File: src/rtl/fmul_pkg.sv
// Shared definitions for the shared-multiplier scheduler.
//   FP_W     : operand/product width (IEEE-754 single)
//   MAX_IDW  : widest requester id the tag can carry (up to 8 requesters)
//   clog2    : constant-safe ceiling log2
//   id_width : requester id width, never below 1 bit
//   tag_t    : in-flight tag {valid, id}
package fmul_pkg;

  localparam int FP_W    = 32;
  localparam int MAX_IDW = 3;

  function automatic int clog2(input int value);
    int res;
    res = 0;
    for (int i = 0; i < 31; i++) begin
      if ((1 << i) < value) res = i + 1;
    end
    return res;
  endfunction

  function automatic int id_width(input int n);
    return (clog2(n) < 1) ? 1 : clog2(n);
  endfunction

  typedef struct packed {
    logic               valid;
    logic [MAX_IDW-1:0] id;
  } tag_t;

endpackage

File: src/rtl/fmul_sched_if.sv
// Requester/result bus of the shared-multiplier scheduler.
//   req_valid/req_ready : per-requester handshake (ready is one-hot)
//   req_a/req_b         : packed operands, slot i = bits [32i+31:32i]
//   res_valid/res_id/res_data/res_ovf : one-cycle result pulse with owner id
// master = requester/consumer side, slave = scheduler side.
interface fmul_sched_if #(
  parameter int NREQ = 4,
  parameter int IDW  = 2
);
  import fmul_pkg::*;

  logic [NREQ-1:0]      req_valid;
  logic [NREQ-1:0]      req_ready;
  logic [NREQ*FP_W-1:0] req_a;
  logic [NREQ*FP_W-1:0] req_b;
  logic                 res_valid;
  logic [IDW-1:0]       res_id;
  logic [FP_W-1:0]      res_data;
  logic                 res_ovf;

  modport master (
    output req_valid, req_a, req_b,
    input  req_ready, res_valid, res_id, res_data, res_ovf
  );

  modport slave (
    input  req_valid, req_a, req_b,
    output req_ready, res_valid, res_id, res_data, res_ovf
  );

endinterface

File: src/rtl/fmul_sched_rr_arbiter.sv
// Round-robin arbiter with an owned priority pointer.
//   clk, rst_n : clock, asynchronous active-low reset
//   req        : request vector
//   en         : 0 forces an empty grant
//   advance    : a transfer happened; pointer moves past the granted slot
//   gnt        : one-hot grant, first requester at or after the pointer
module rr_arbiter
  import fmul_pkg::*;
#(
  parameter int N = 4
) (
  input  logic         clk,
  input  logic         rst_n,
  input  logic [N-1:0] req,
  input  logic         en,
  input  logic         advance,
  output logic [N-1:0] gnt
);

  localparam int PW = id_width(N);

  logic [PW-1:0] ptr_q;
  logic [PW-1:0] ptr_d;
  logic [PW-1:0] gnt_idx;
  logic [PW:0]   slot;

  // Scan from the farthest slot down to the pointer; the last hit is the
  // one closest to the pointer, so it wins.
  always_comb begin
    gnt     = '0;
    gnt_idx = '0;
    slot    = '0;
    if (en) begin
      for (int k = N - 1; k >= 0; k--) begin
        slot = {1'b0, ptr_q} + (PW+1)'(k);
        if (slot >= (PW+1)'(N)) slot = slot - (PW+1)'(N);
        if (req[slot[PW-1:0]]) begin
          gnt                 = '0;
          gnt[slot[PW-1:0]]   = 1'b1;
          gnt_idx             = slot[PW-1:0];
        end
      end
    end
  end

  always_comb begin
    ptr_d = ptr_q;
    if (advance) begin
      ptr_d = (gnt_idx == PW'(N - 1)) ? '0 : gnt_idx + PW'(1);
    end
  end

  always_ff @(posedge clk or negedge rst_n) begin
    if (!rst_n) ptr_q <= '0;
    else        ptr_q <= ptr_d;
  end

endmodule

File: src/rtl/fmul_sched.sv
// Shares one external fixed-latency FP multiplier among NREQ requesters.
//   clk, rst_n          : clock, asynchronous active-low reset
//   enable              : 0 blocks new grants, in-flight ops still complete
//   bus (slave)         : requester handshake and result pulse
//   mul_a/mul_b         : registered operands to the multiplier
//   mul_c/mul_ovf       : multiplier product, MUL_LAT edges after mul_a/mul_b
//   ovf_sticky/ovf_clr  : per-requester sticky overflow and its clear
//   idle                : nothing requested, in flight or pulsing
//   op_count            : accepted operations, wrapping
module fmul_sched
  import fmul_pkg::*;
#(
  parameter int NREQ    = 4,
  parameter int MUL_LAT = 1
) (
  input  logic              clk,
  input  logic              rst_n,
  input  logic              enable,
  fmul_sched_if.slave       bus,
  output logic [FP_W-1:0]   mul_a,
  output logic [FP_W-1:0]   mul_b,
  input  logic [FP_W-1:0]   mul_c,
  input  logic              mul_ovf,
  output logic [NREQ-1:0]   ovf_sticky,
  input  logic [NREQ-1:0]   ovf_clr,
  output logic              idle,
  output logic [15:0]       op_count
);

  localparam int IDW = id_width(NREQ);

  logic [NREQ-1:0]    gnt;
  logic               xfer;
  logic [MAX_IDW-1:0] gnt_id;
  logic [FP_W-1:0]    a_sel;
  logic [FP_W-1:0]    b_sel;
  logic [FP_W-1:0]    a_masked [NREQ];
  logic [FP_W-1:0]    b_masked [NREQ];

  logic [FP_W-1:0]    mul_a_q, mul_b_q;
  logic [15:0]        op_count_q;
  // Stage 0 lines up with mul_a/mul_b, stage MUL_LAT with mul_c/mul_ovf.
  tag_t               tag_q [MUL_LAT+1];
  tag_t               tail;
  logic               any_tag;
  logic               res_valid_q, res_ovf_q;
  logic [IDW-1:0]     res_id_q;
  logic [FP_W-1:0]    res_data_q;
  logic [NREQ-1:0]    sticky_q, sticky_d, sticky_set;

  rr_arbiter #(.N(NREQ)) u_arb (
    .clk     (clk),
    .rst_n   (rst_n),
    .req     (bus.req_valid),
    .en      (enable),
    .advance (xfer),
    .gnt     (gnt)
  );

  assign bus.req_ready = gnt;
  assign xfer          = |(gnt & bus.req_valid);

  // Grant is one-hot, so an AND-OR mux selects the winner's operands.
  genvar gi;
  generate
    for (gi = 0; gi < NREQ; gi++) begin : g_mask
      assign a_masked[gi] = bus.req_a[FP_W*gi +: FP_W] & {FP_W{gnt[gi]}};
      assign b_masked[gi] = bus.req_b[FP_W*gi +: FP_W] & {FP_W{gnt[gi]}};
    end
  endgenerate

  always_comb begin
    a_sel  = '0;
    b_sel  = '0;
    gnt_id = '0;
    for (int i = 0; i < NREQ; i++) begin
      a_sel = a_sel | a_masked[i];
      b_sel = b_sel | b_masked[i];
      if (gnt[i]) gnt_id = MAX_IDW'(i);
    end
  end

  assign tail = tag_q[MUL_LAT];

  always_comb begin
    any_tag = 1'b0;
    for (int i = 0; i <= MUL_LAT; i++) any_tag = any_tag | tag_q[i].valid;
  end

  // Set wins over clear on the same edge.
  assign sticky_set = (res_valid_q & res_ovf_q) ? (NREQ'(1) << res_id_q) : '0;
  assign sticky_d   = (sticky_q & ~ovf_clr) | sticky_set;

  always_ff @(posedge clk or negedge rst_n) begin
    if (!rst_n) begin
      mul_a_q     <= '0;
      mul_b_q     <= '0;
      op_count_q  <= '0;
      for (int i = 0; i <= MUL_LAT; i++) tag_q[i] <= '0;
      res_valid_q <= 1'b0;
      res_ovf_q   <= 1'b0;
      res_id_q    <= '0;
      res_data_q  <= '0;
      sticky_q    <= '0;
    end else begin
      tag_q[0] <= tag_t'{valid: xfer, id: gnt_id};
      for (int i = 1; i <= MUL_LAT; i++) tag_q[i] <= tag_q[i-1];
      if (xfer) begin
        mul_a_q    <= a_sel;
        mul_b_q    <= b_sel;
        op_count_q <= op_count_q + 16'd1;
      end
      res_valid_q <= tail.valid;
      if (tail.valid) begin
        res_data_q <= mul_c;
        res_ovf_q  <= mul_ovf;
        res_id_q   <= IDW'(tail.id);
      end
      sticky_q <= sticky_d;
    end
  end

  assign mul_a         = mul_a_q;
  assign mul_b         = mul_b_q;
  assign op_count      = op_count_q;
  assign ovf_sticky    = sticky_q;
  assign bus.res_valid = res_valid_q;
  assign bus.res_id    = res_id_q;
  assign bus.res_data  = res_data_q;
  assign bus.res_ovf   = res_ovf_q;
  assign idle          = ~|bus.req_valid & ~any_tag & ~res_valid_q;

endmodule
File: src/flat_wrapper.sv
// flat-port wrapper written by rule: the top's interface ports become plain ports
module fmul_sched_flat import fmul_pkg::*;
#(
  parameter int NREQ    = 4,
  parameter int MUL_LAT = 1
)
  (clk, rst_n, enable, mul_a, mul_b, mul_c, mul_ovf, ovf_sticky, ovf_clr, idle, op_count, bus_req_valid, bus_req_a, bus_req_b, bus_req_ready, bus_res_valid, bus_res_id, bus_res_data, bus_res_ovf);
  fmul_sched_if #(.NREQ(NREQ)) bus_i ();
  input  logic clk;
  input  logic rst_n;
  input  logic enable;
  output logic [FP_W-1:0] mul_a;
  output logic [FP_W-1:0] mul_b;
  input  logic [FP_W-1:0] mul_c;
  input  logic mul_ovf;
  output logic [NREQ-1:0] ovf_sticky;
  input  logic [NREQ-1:0] ovf_clr;
  output logic idle;
  output logic [15:0] op_count;
  input wire logic [$bits(bus_i.req_valid)-1:0] bus_req_valid;
  input wire logic [$bits(bus_i.req_a)-1:0] bus_req_a;
  input wire logic [$bits(bus_i.req_b)-1:0] bus_req_b;
  output wire logic [$bits(bus_i.req_ready)-1:0] bus_req_ready;
  output wire logic [$bits(bus_i.res_valid)-1:0] bus_res_valid;
  output wire logic [$bits(bus_i.res_id)-1:0] bus_res_id;
  output wire logic [$bits(bus_i.res_data)-1:0] bus_res_data;
  output wire logic [$bits(bus_i.res_ovf)-1:0] bus_res_ovf;
  assign bus_i.req_valid = bus_req_valid;
  assign bus_i.req_a = bus_req_a;
  assign bus_i.req_b = bus_req_b;
  assign bus_req_ready = bus_i.req_ready;
  assign bus_res_valid = bus_i.res_valid;
  assign bus_res_id = bus_i.res_id;
  assign bus_res_data = bus_i.res_data;
  assign bus_res_ovf = bus_i.res_ovf;
  fmul_sched #(.NREQ(NREQ), .MUL_LAT(MUL_LAT)) u_core (.clk(clk), .rst_n(rst_n), .enable(enable), .bus(bus_i), .mul_a(mul_a), .mul_b(mul_b), .mul_c(mul_c), .mul_ovf(mul_ovf), .ovf_sticky(ovf_sticky), .ovf_clr(ovf_clr), .idle(idle), .op_count(op_count));
endmodule
File: config.mk
export PLATFORM = sky130hd
export DESIGN_NAME = fmul_sched_flat
export DESIGN_NICKNAME = d
export VERILOG_FILES = /design/src/rtl/fmul_pkg.sv /design/src/rtl/fmul_sched_if.sv /design/src/rtl/fmul_sched_rr_arbiter.sv /design/src/rtl/fmul_sched.sv /design/src/flat_wrapper.sv
export SDC_FILE = /design/constraint.sdc
export NUM_CORES = 1
export LEC_CHECK = 0
export BUFFER_PORTS_ARGS = -buffer_cell sky130_fd_sc_hd__buf_4
export CAP_MARGIN = 20
export CORE_AREA = 2 2 165 167
export CTS_CLUSTER_DIAMETER = 120
export DETAILED_ROUTE_END_ITERATION = 7
export DIE_AREA = 0 0 167 169
export SLEW_MARGIN = 20
export SYNTH_ARGS = -nofsm -noshare
export SYNTH_HDL_FRONTEND = slang
export SYNTH_SLANG_ARGS = --single-unit
File: constraint.sdc
create_clock -name clk -period 3.75 [get_ports clk]
set_input_delay 0.1875 -clock clk [delete_from_list [all_inputs] [get_ports clk]]
set_output_delay 0.1875 -clock clk [all_outputs]
set_load 0.01 [all_outputs]
; After elaboration in Yosys (flattened, before gate mapping)
; Index checks and enable logic that the tools add are counted.
[word_totals]
ff_bits = 128
input_bits = 300
out_inout_bits = 125
elab_cells = 106
[op_classes]
addsub = 9
magnitude_cmp = 12
eq_ne = 1
shift = 1
muxes = 39
bitwise_logic = 24
reduce_logical = 7
[op_table]
columns = operator, count
row1 = bitwise AND 32 bit, 8
row2 = bitwise OR 32 bit, 6
row3 = two-way mux 2 bit, 16
row4 = two-way mux 4 bit, 6
row5 = "adder 16 x 1 -> 16 bit, second input constant", 1
row6 = "< comparator 2 x 3 -> 1 bit, second input constant", 4
row7 = "greater-or-equal comparator 3 bit, second input constant", 3
row8 = two-way mux 1 bit, 9
row9 = bitwise AND 4 bit, 2
row10 = binary-select mux 1 bit (select 2 bit), 4
row11 = demux 1 bit (select 2 bit), 4
row12 = "greater-or-equal comparator 2 x 1 -> 1 bit, second input constant", 4
row13 = OR reduction 4 bit, 2
row14 = "subtractor 2 x 1 -> 2 bit, second input constant", 4
row15 = "adder 2 x 2 -> 3 bit, second input constant", 2
row16 = logical AND 1 bit, 4
row17 = inverter 4 bit, 1
row18 = bitwise OR 4 bit, 1
row19 = "left shift 1 x 2 -> 4 bit, first input constant", 1
row20 = "adder 2 x 1 -> 3 bit, second input constant", 1
row21 = bitwise AND 1 bit, 3
row22 = "greater-or-equal comparator 2 x 3 -> 1 bit, second input constant", 1
row23 = "adder 2 x 1 -> 2 bit, second input constant", 1
row24 = "equality test 2 bit, second input constant", 1
row25 = other kinds (3), 4

; Depth between registers and ports, before layout
[logic_depth]
word_depth = 17
ltp_mapped = 13
ltp_nobuf = 9

; Hierarchy
; A second synthesis with hierarchy kept.
[hier_totals]
cells_unflattened = 588
area_unflattened_um2 = 6327.3
[by_module_without_submodules]
columns = mod, instances, cells_per_inst, area_per_inst_um2, seq_area_each_um2
row1 = fmul_sched, 1, 529, 5790.6, 3153.0
row2 = rr_arbiter, 1, 59, 536.8, 50.0

; Least setup slack after synthesis
; Ideal clock, no wire load.
[synth_timing]
path_type = reg-to-reg
start = register u_core.u_arb.ptr_q[0]
end = register u_core.mul_a_q[0], in the netlist u_core.mul_a[0]
setup_ns = 0.125
t_arrival_ns = 3.185
required_ns = 3.625
path_slack_ns = 0.441
stages_incl_launch_ff = 14
path_buffers = 4
synth_period_minus_slack_ns = 3.309
cell_sequence = dfrtp_1 buf_6 clkinv_1 ha_1 clkbuf_1 or3b_1 a211oi_2 o21ai_1 a211oi_1 nor4_2 inv_2 buf_6 buf_2 mux2_2
[synth_between]
elab_chain_cells = 17
word_cells_on_any_way = 61
classes_between = add/sub (7) / order compare (12) / mux (29) / bitwise (8) / reduce/logical (5)
[synth_lines]
columns = item, line
row1 = "start, declared", fmul_sched_rr_arbiter.sv:22  ; logic [PW-1:0] ptr_q;
row2 = "start signal, assigned", fmul_sched_rr_arbiter.sv:55  ; else ptr_q <= ptr_d;
row3 = adder 2 x 2 -> 3 bit, fmul_sched_rr_arbiter.sv:35  ; slot = {1'b0, ptr_q} + (PW+1)'(k);
row4 = greater-or-equal comparator 3 bit / subtractor 2 x 1 -> 2 bit (equally long branches), fmul_sched_rr_arbiter.sv:36  ; if (slot >= (PW+1)'(N)) slot = slot - (PW+1)'(N);
row5 = two-way mux 2 bit, fmul_sched_rr_arbiter.sv:36
row6 = two-way mux 2 bit, fmul_sched_rr_arbiter.sv:33  ; if (en) begin
row7 = < comparator 2 x 3 -> 1 bit (implied by the code) / greater-or-equal comparator 2 x 1 -> 1 bit (equally long branches), fmul_sched_rr_arbiter.sv:39  ; gnt[slot[PW-1:0]] = 1'b1;
row8 = logical AND 1 bit (implied by the code), fmul_sched_rr_arbiter.sv:39
row9 = two-way mux 1 bit (implied by the code), fmul_sched_rr_arbiter.sv:39
row10 = demux 1 bit (select 2 bit), fmul_sched_rr_arbiter.sv:39
row11 = two-way mux 4 bit (3 in series), fmul_sched_rr_arbiter.sv:37  ; if (req[slot[PW-1:0]]) begin
row12 = two-way mux 4 bit *, fmul_sched_rr_arbiter.sv:37
row13 = two-way mux 4 bit *, fmul_sched_rr_arbiter.sv:33
row14 = bitwise AND 32 bit, fmul_sched.sv:67  ; assign a_masked[gi] = bus.req_a[FP_W*gi +: FP_W] & {FP_W{gnt[gi]}};
row15 = bitwise OR 32 bit (3 in series), fmul_sched.sv:77  ; a_sel = a_sel | a_masked[i];
row16 = "end signal, assigned", fmul_sched.sv:109  ; mul_a_q <= a_sel;
row17 = "end, declared", fmul_sched.sv:40  ; logic [FP_W-1:0] mul_a_q, mul_b_q;
; Mark *: on every way between the ends. The rest lies on a longest branch, timed or not. The select of a mux whose other input is x is not followed.
; A chain may end at the register's enable or synchronous reset.

; Final worst setup path
[layout_timing]
start = register u_core.u_arb.ptr_q[0]
end = output bus_req_ready[1]
[layout_between]
elab_chain_cells = 13
word_cells_on_any_way = 52
classes_between = add/sub (7) / order compare (12) / mux (29) / reduce/logical (4)
[layout_lines]
columns = item, line
row1 = adder 2 x 2 -> 3 bit, fmul_sched_rr_arbiter.sv:35
row2 = greater-or-equal comparator 3 bit / subtractor 2 x 1 -> 2 bit (equally long branches), fmul_sched_rr_arbiter.sv:36
row3 = two-way mux 2 bit, fmul_sched_rr_arbiter.sv:36
row4 = two-way mux 2 bit, fmul_sched_rr_arbiter.sv:33
row5 = < comparator 2 x 3 -> 1 bit (implied by the code) / greater-or-equal comparator 2 x 1 -> 1 bit (equally long branches), fmul_sched_rr_arbiter.sv:39
row6 = logical AND 1 bit (implied by the code), fmul_sched_rr_arbiter.sv:39
row7 = two-way mux 1 bit (implied by the code), fmul_sched_rr_arbiter.sv:39
row8 = demux 1 bit (select 2 bit), fmul_sched_rr_arbiter.sv:39
row9 = two-way mux 4 bit (3 in series), fmul_sched_rr_arbiter.sv:37
row10 = two-way mux 4 bit *, fmul_sched_rr_arbiter.sv:37
row11 = two-way mux 4 bit *, fmul_sched_rr_arbiter.sv:33
row12 = "end, declared", flat_wrapper.sv:23  ; output wire logic [$bits(bus_i.req_ready)-1:0] bus_req_ready;
; Marks and branches as above.

==> flow_metrics.tcl <==
set metrics [dict create \
    layout.nets 1315 \
    antenna-diode-count 0 \
    synth_largest_type_area_fraction_pct 46.9 \
    report.final.hold_viol_count 0 \
    layout_min_cycle_time_ns 3.33 \
    met3_length_um 1800 \
    gr-usage-all-layers_pct 17.5 \
    power_density_nw_per_um2 790 \
    clock_sink_count 128 \
    fin_area_um2 11400 \
    grt_start_max_net_pins 99 \
    worst_endpoint_required_time_ns 3.56 \
    top_layer "met4" \
    path_class "flip-flop to output port" \
    fin_tns_setup_ns 0 \
    io_pins 425 \
    gp_congestion 0.900 \
    fp.dieArea_um2 28200 \
    crit_top_cell "sky130_fd_sc_hd__buf_4" \
    max_slew_margin_pct 38.8 \
    finalSetupViolations 0 \
    total_leakage_power_uw 0.00550 \
    fmax_ghz 0.300 \
    port_buffers 424 \
    fillers 2510 \
    layout_worst_path_cycle_share_pct 88.8 \
    dieWidth_um 167 \
    cpMaxStageDelayCell "sky130_fd_sc_hd__buf_4" \
    detail_route.drc_violations 0 \
    die_height_um 169 \
    global_route.overflow_total 0 \
    critical_path.top_delay_family "compound AO/OA/AOI/OAI gates" \
    internal-power_uw 5680 \
    clk_transition_reported_paths_ns 0.06 \
    switching_power_share_of_the_total_pct 36.8 \
    synth.area.top_cells "sky130_fd_sc_hd__dfrtp_1 47%, sky130_fd_sc_hd__mux2_2 15%, sky130_fd_sc_hd__a221o_1 9.4%" \
    cts_tree "yes" \
    wl_um 25600 \
    grt_setup_unrepaired "false" \
    synth_edf_count 0 \
    worst_slew_pin_slew_ns 0.918 \
    post-synth-top-area-cell "sky130_fd_sc_hd__dfrtp_1" \
    hold_path.class "input port to flip-flop" \
    clock_tree.htree_level_count 4 \
    num_vias 6659 \
    postSynth.topFlopCell "sky130_fd_sc_hd__dfrtp_1" \
    detailroute.wirelength.met2_um 13000 \
    setup.worst_path.end_class "output port" \
    post_synth_instance_area_um2 6830 \
    cts-resized-gates 0 \
    drive_gt1_share_pct 57.3 \
    cts.root.buffer_cell "sky130_fd_sc_hd__clkbuf_16" \
    crit_path_start_kind "flip-flop" \
    post_synth.cell_area_avg_um2 12.2 \
    slowest_delay_ns 0.43 \
    clock_path_buffers 2 \
    largest_fanout_on_the_critical_path 33 \
    max_cap_violations 0 \
    grt_pass1_vias 6655 \
    grt_first_pass_wirelength_um 38500 \
    synth.ff_latch_count 128 \
    cp_num_buf_inv 3 \
    number_of_antenna_violations_at_the_first_check_in_global_routing 0 \
    initial_core_util_pct 25.8 \
    synth_cell_type_count 50 \
    netlist_instances 558 \
    critical_path_cell_sequence "clkinv_1 -> ha_1 -> or3b_1 -> a211oi_2 -> o21ai_0 -> a211oi_4 -> buf_4 -> buf_4" \
    cts_made_buffers 17 \
    core-area_um2 26500 \
    route.detailed.wl_per_inst_um 18.8 \
    antenna_left 0 \
    slew_viol_final 0 \
    drt_pass1_iterations 4 \
    async_reset_ff_share_pct 100 \
    power_switching_uw 3310 \
    synthesis.nets 867 \
    power_frac_comb_pct 54.3 \
    rows 60 \
    timing.clock.skew_ns 0.00648 \
    yosysSeqAreaShare_pct 46.9 \
    vdd.ir_drop.worst_mv 0.449 \
    synthesis.yosys.warnings 0 \
    status "completed" \
    timing.critical_path.arrival_ns 3.14 \
    layout-area-overhead-vs-synth_pct 66.8 \
    dp.final_hpwl_um 19300 \
    pwr-share-clk_pct 19.1 \
    wl_met1_um 10500 \
    clock_latency_ns 0.41 \
    viasPerCell 4.90 \
    detail_route.iter0.violations 332 \
    fraction_of_power_consumed_by_sequential_logic_pct 26.6 \
    dpl-instance-area_um2 10400 \
]
[timing repair]
item,in CTS,in global routing
hold buffers,35,0
setup buffers,0,0
hold endpoints to repair,130,0
[layout make-up]
type	instances	area, um^2	area share (%)
clock inverters	14	183	1.60
well taps	341	427	3.75
clock buffers	18	429	3.77
flip-flops and latches	128	3200	28.1
multi-input cells	364	3370	29.6
inverters	17	63.8	0.560
repair buffers	478	3700	32.5
[power by group through the flow]
stage	combinational (uW)	sequential, uW	clock (uW)
5_1_grt	5260	2490	1840
3_3_place_gp	4860	2400	0
3_5_place_dp	4910	2420	0
6_report	4880	2390	1720
2_1_floorplan	2610	2630	0
4_1_cts	4950	2400	1780
[cell usage after synthesis (4+ instances only)]
cell type                  number
sky130_fd_sc_hd__xor2_1        11
sky130_fd_sc_hd__mux2_1         9
sky130_fd_sc_hd__nand3_1        6
sky130_fd_sc_hd__a22o_1        64
sky130_fd_sc_hd__clkbuf_1      16
sky130_fd_sc_hd__buf_2         30
sky130_fd_sc_hd__ha_1           9
sky130_fd_sc_hd__nand2_1       18
sky130_fd_sc_hd__a21oi_1       11
sky130_fd_sc_hd__xnor2_1        4
sky130_fd_sc_hd__dfrtp_1      128
sky130_fd_sc_hd__o21ai_0        5
sky130_fd_sc_hd__mux2_2        93
sky130_fd_sc_hd__o221a_2        4
sky130_fd_sc_hd__nor2_1        11
sky130_fd_sc_hd__a211oi_1       5
sky130_fd_sc_hd__nor4_1         6
sky130_fd_sc_hd__inv_1         12
sky130_fd_sc_hd__a221o_1       64
[metal layers]
layer  vias to the layer above  track usage [%]
met5                         -                0
met4                         0             4.27
met3                        16             4.21
met2                       314             30.9
met1                      3231             21.4
li1                       3098                -
[metrics by stage]
step / cells / hold slack, ns / util [%] / setup WS, ns / power (uW)
3_5_place_dp: 1293 / 0.335 / 39.3 / 0.512 / 7330
3_3_place_gp: 1293 / 0.332 / 39.3 / 0.574 / 7260
6_report: 1360 / 0.0288 / 43.0 / 0.421 / 8990
4_1_cts: 1360 / 0.00700 / 43.0 / 0.405 / 9130
2_1_floorplan: 558 / -0.108 / - / 0.441 / 5240
5_1_grt: 1360 / 0.00976 / 43.0 / 0.193 / 9580
[cells in the final DEF (no fill, tap or decap), drive strengths merged, types with 2 or more instances in the layout]
cell type	count
nand2	18
clkinv	7
nor2	11
xor2	11
xnor2	4
dlygate4sd3	35
clkinvlp	2
nor3b	3
mux2i	2
buf	443
mux4	3
o21ai	8
o32ai	2
bufinv	3
a22o	64
a221oi	2
o221a	4
clkbuf	18
o22ai	3
nor4	7
nand2b	2
mux2	102
a221o	64
o211ai	3
inv	19
ha	9
nor3	3
a211oi	6
a21oi	11
o211a	2
dfrtp	128
nand3	6
[state kept, by name (all words and copies together) (netlist names)]
register and flops:
u_core.bus.res_valid 1, u_core.bus.res_data 32, u_core.tag_q 6, u_core.bus.res_ovf 1, u_core.ovf_sticky 4, u_core.bus.res_id 2
u_core.mul_a 32, u_core.u_arb.ptr_q 2, u_core.op_count 16, u_core.mul_b 32
[kinds of logic after synthesis]
kind of cell / synth area share [%]
DFF: 46.9
muxes: 18.1
xor gates and xnor gates: 1.92
buffers and inverters: 4.45
adders and majority gates: 1.65
AOI/OAI and AO/OA: 22.5
and+or+nand+nor: 4.38
[worst reg2reg max path, cell delays in order, from the launching register on]
cell                       delay, ns
sky130_fd_sc_hd__dfrtp_1        0.35
sky130_fd_sc_hd__clkinv_1       0.08
sky130_fd_sc_hd__ha_1           0.41
sky130_fd_sc_hd__or3b_1         0.40
sky130_fd_sc_hd__a211oi_2       0.36
sky130_fd_sc_hd__o21ai_1        0.17
sky130_fd_sc_hd__a211oi_1       0.39
sky130_fd_sc_hd__nor4_4         0.10
sky130_fd_sc_hd__inv_2          0.09
sky130_fd_sc_hd__buf_4          0.36
sky130_fd_sc_hd__mux2_2         0.41
[worst paths after layout]
| check | start | endpoint | slack (ns) | cells past startpoint |
|---|---|---|---|---|
| setup / recovery | u_core.u_arb.ptr_q[0] | bus_req_ready[1] | 0.42 | 8 |
| hold / removal | mul_c[21] | u_core.bus.res_data[21] | 0.03 | 2 |
| setup reg to reg | u_core.u_arb.ptr_q[0] | u_core.mul_a[30] | 0.52 | 10 |
| hold reg to reg | u_core.tag_q[4] | u_core.tag_q[0] | 0.35 | 0 |
| max in group asynchronous | rst_n | u_core.mul_a[1] | 2.47 | 3 |
| min in group asynchronous | rst_n | u_core.bus.res_data[31] | 0.46 | 2 |
Note: power is estimated with default switching activity, not from simulation.
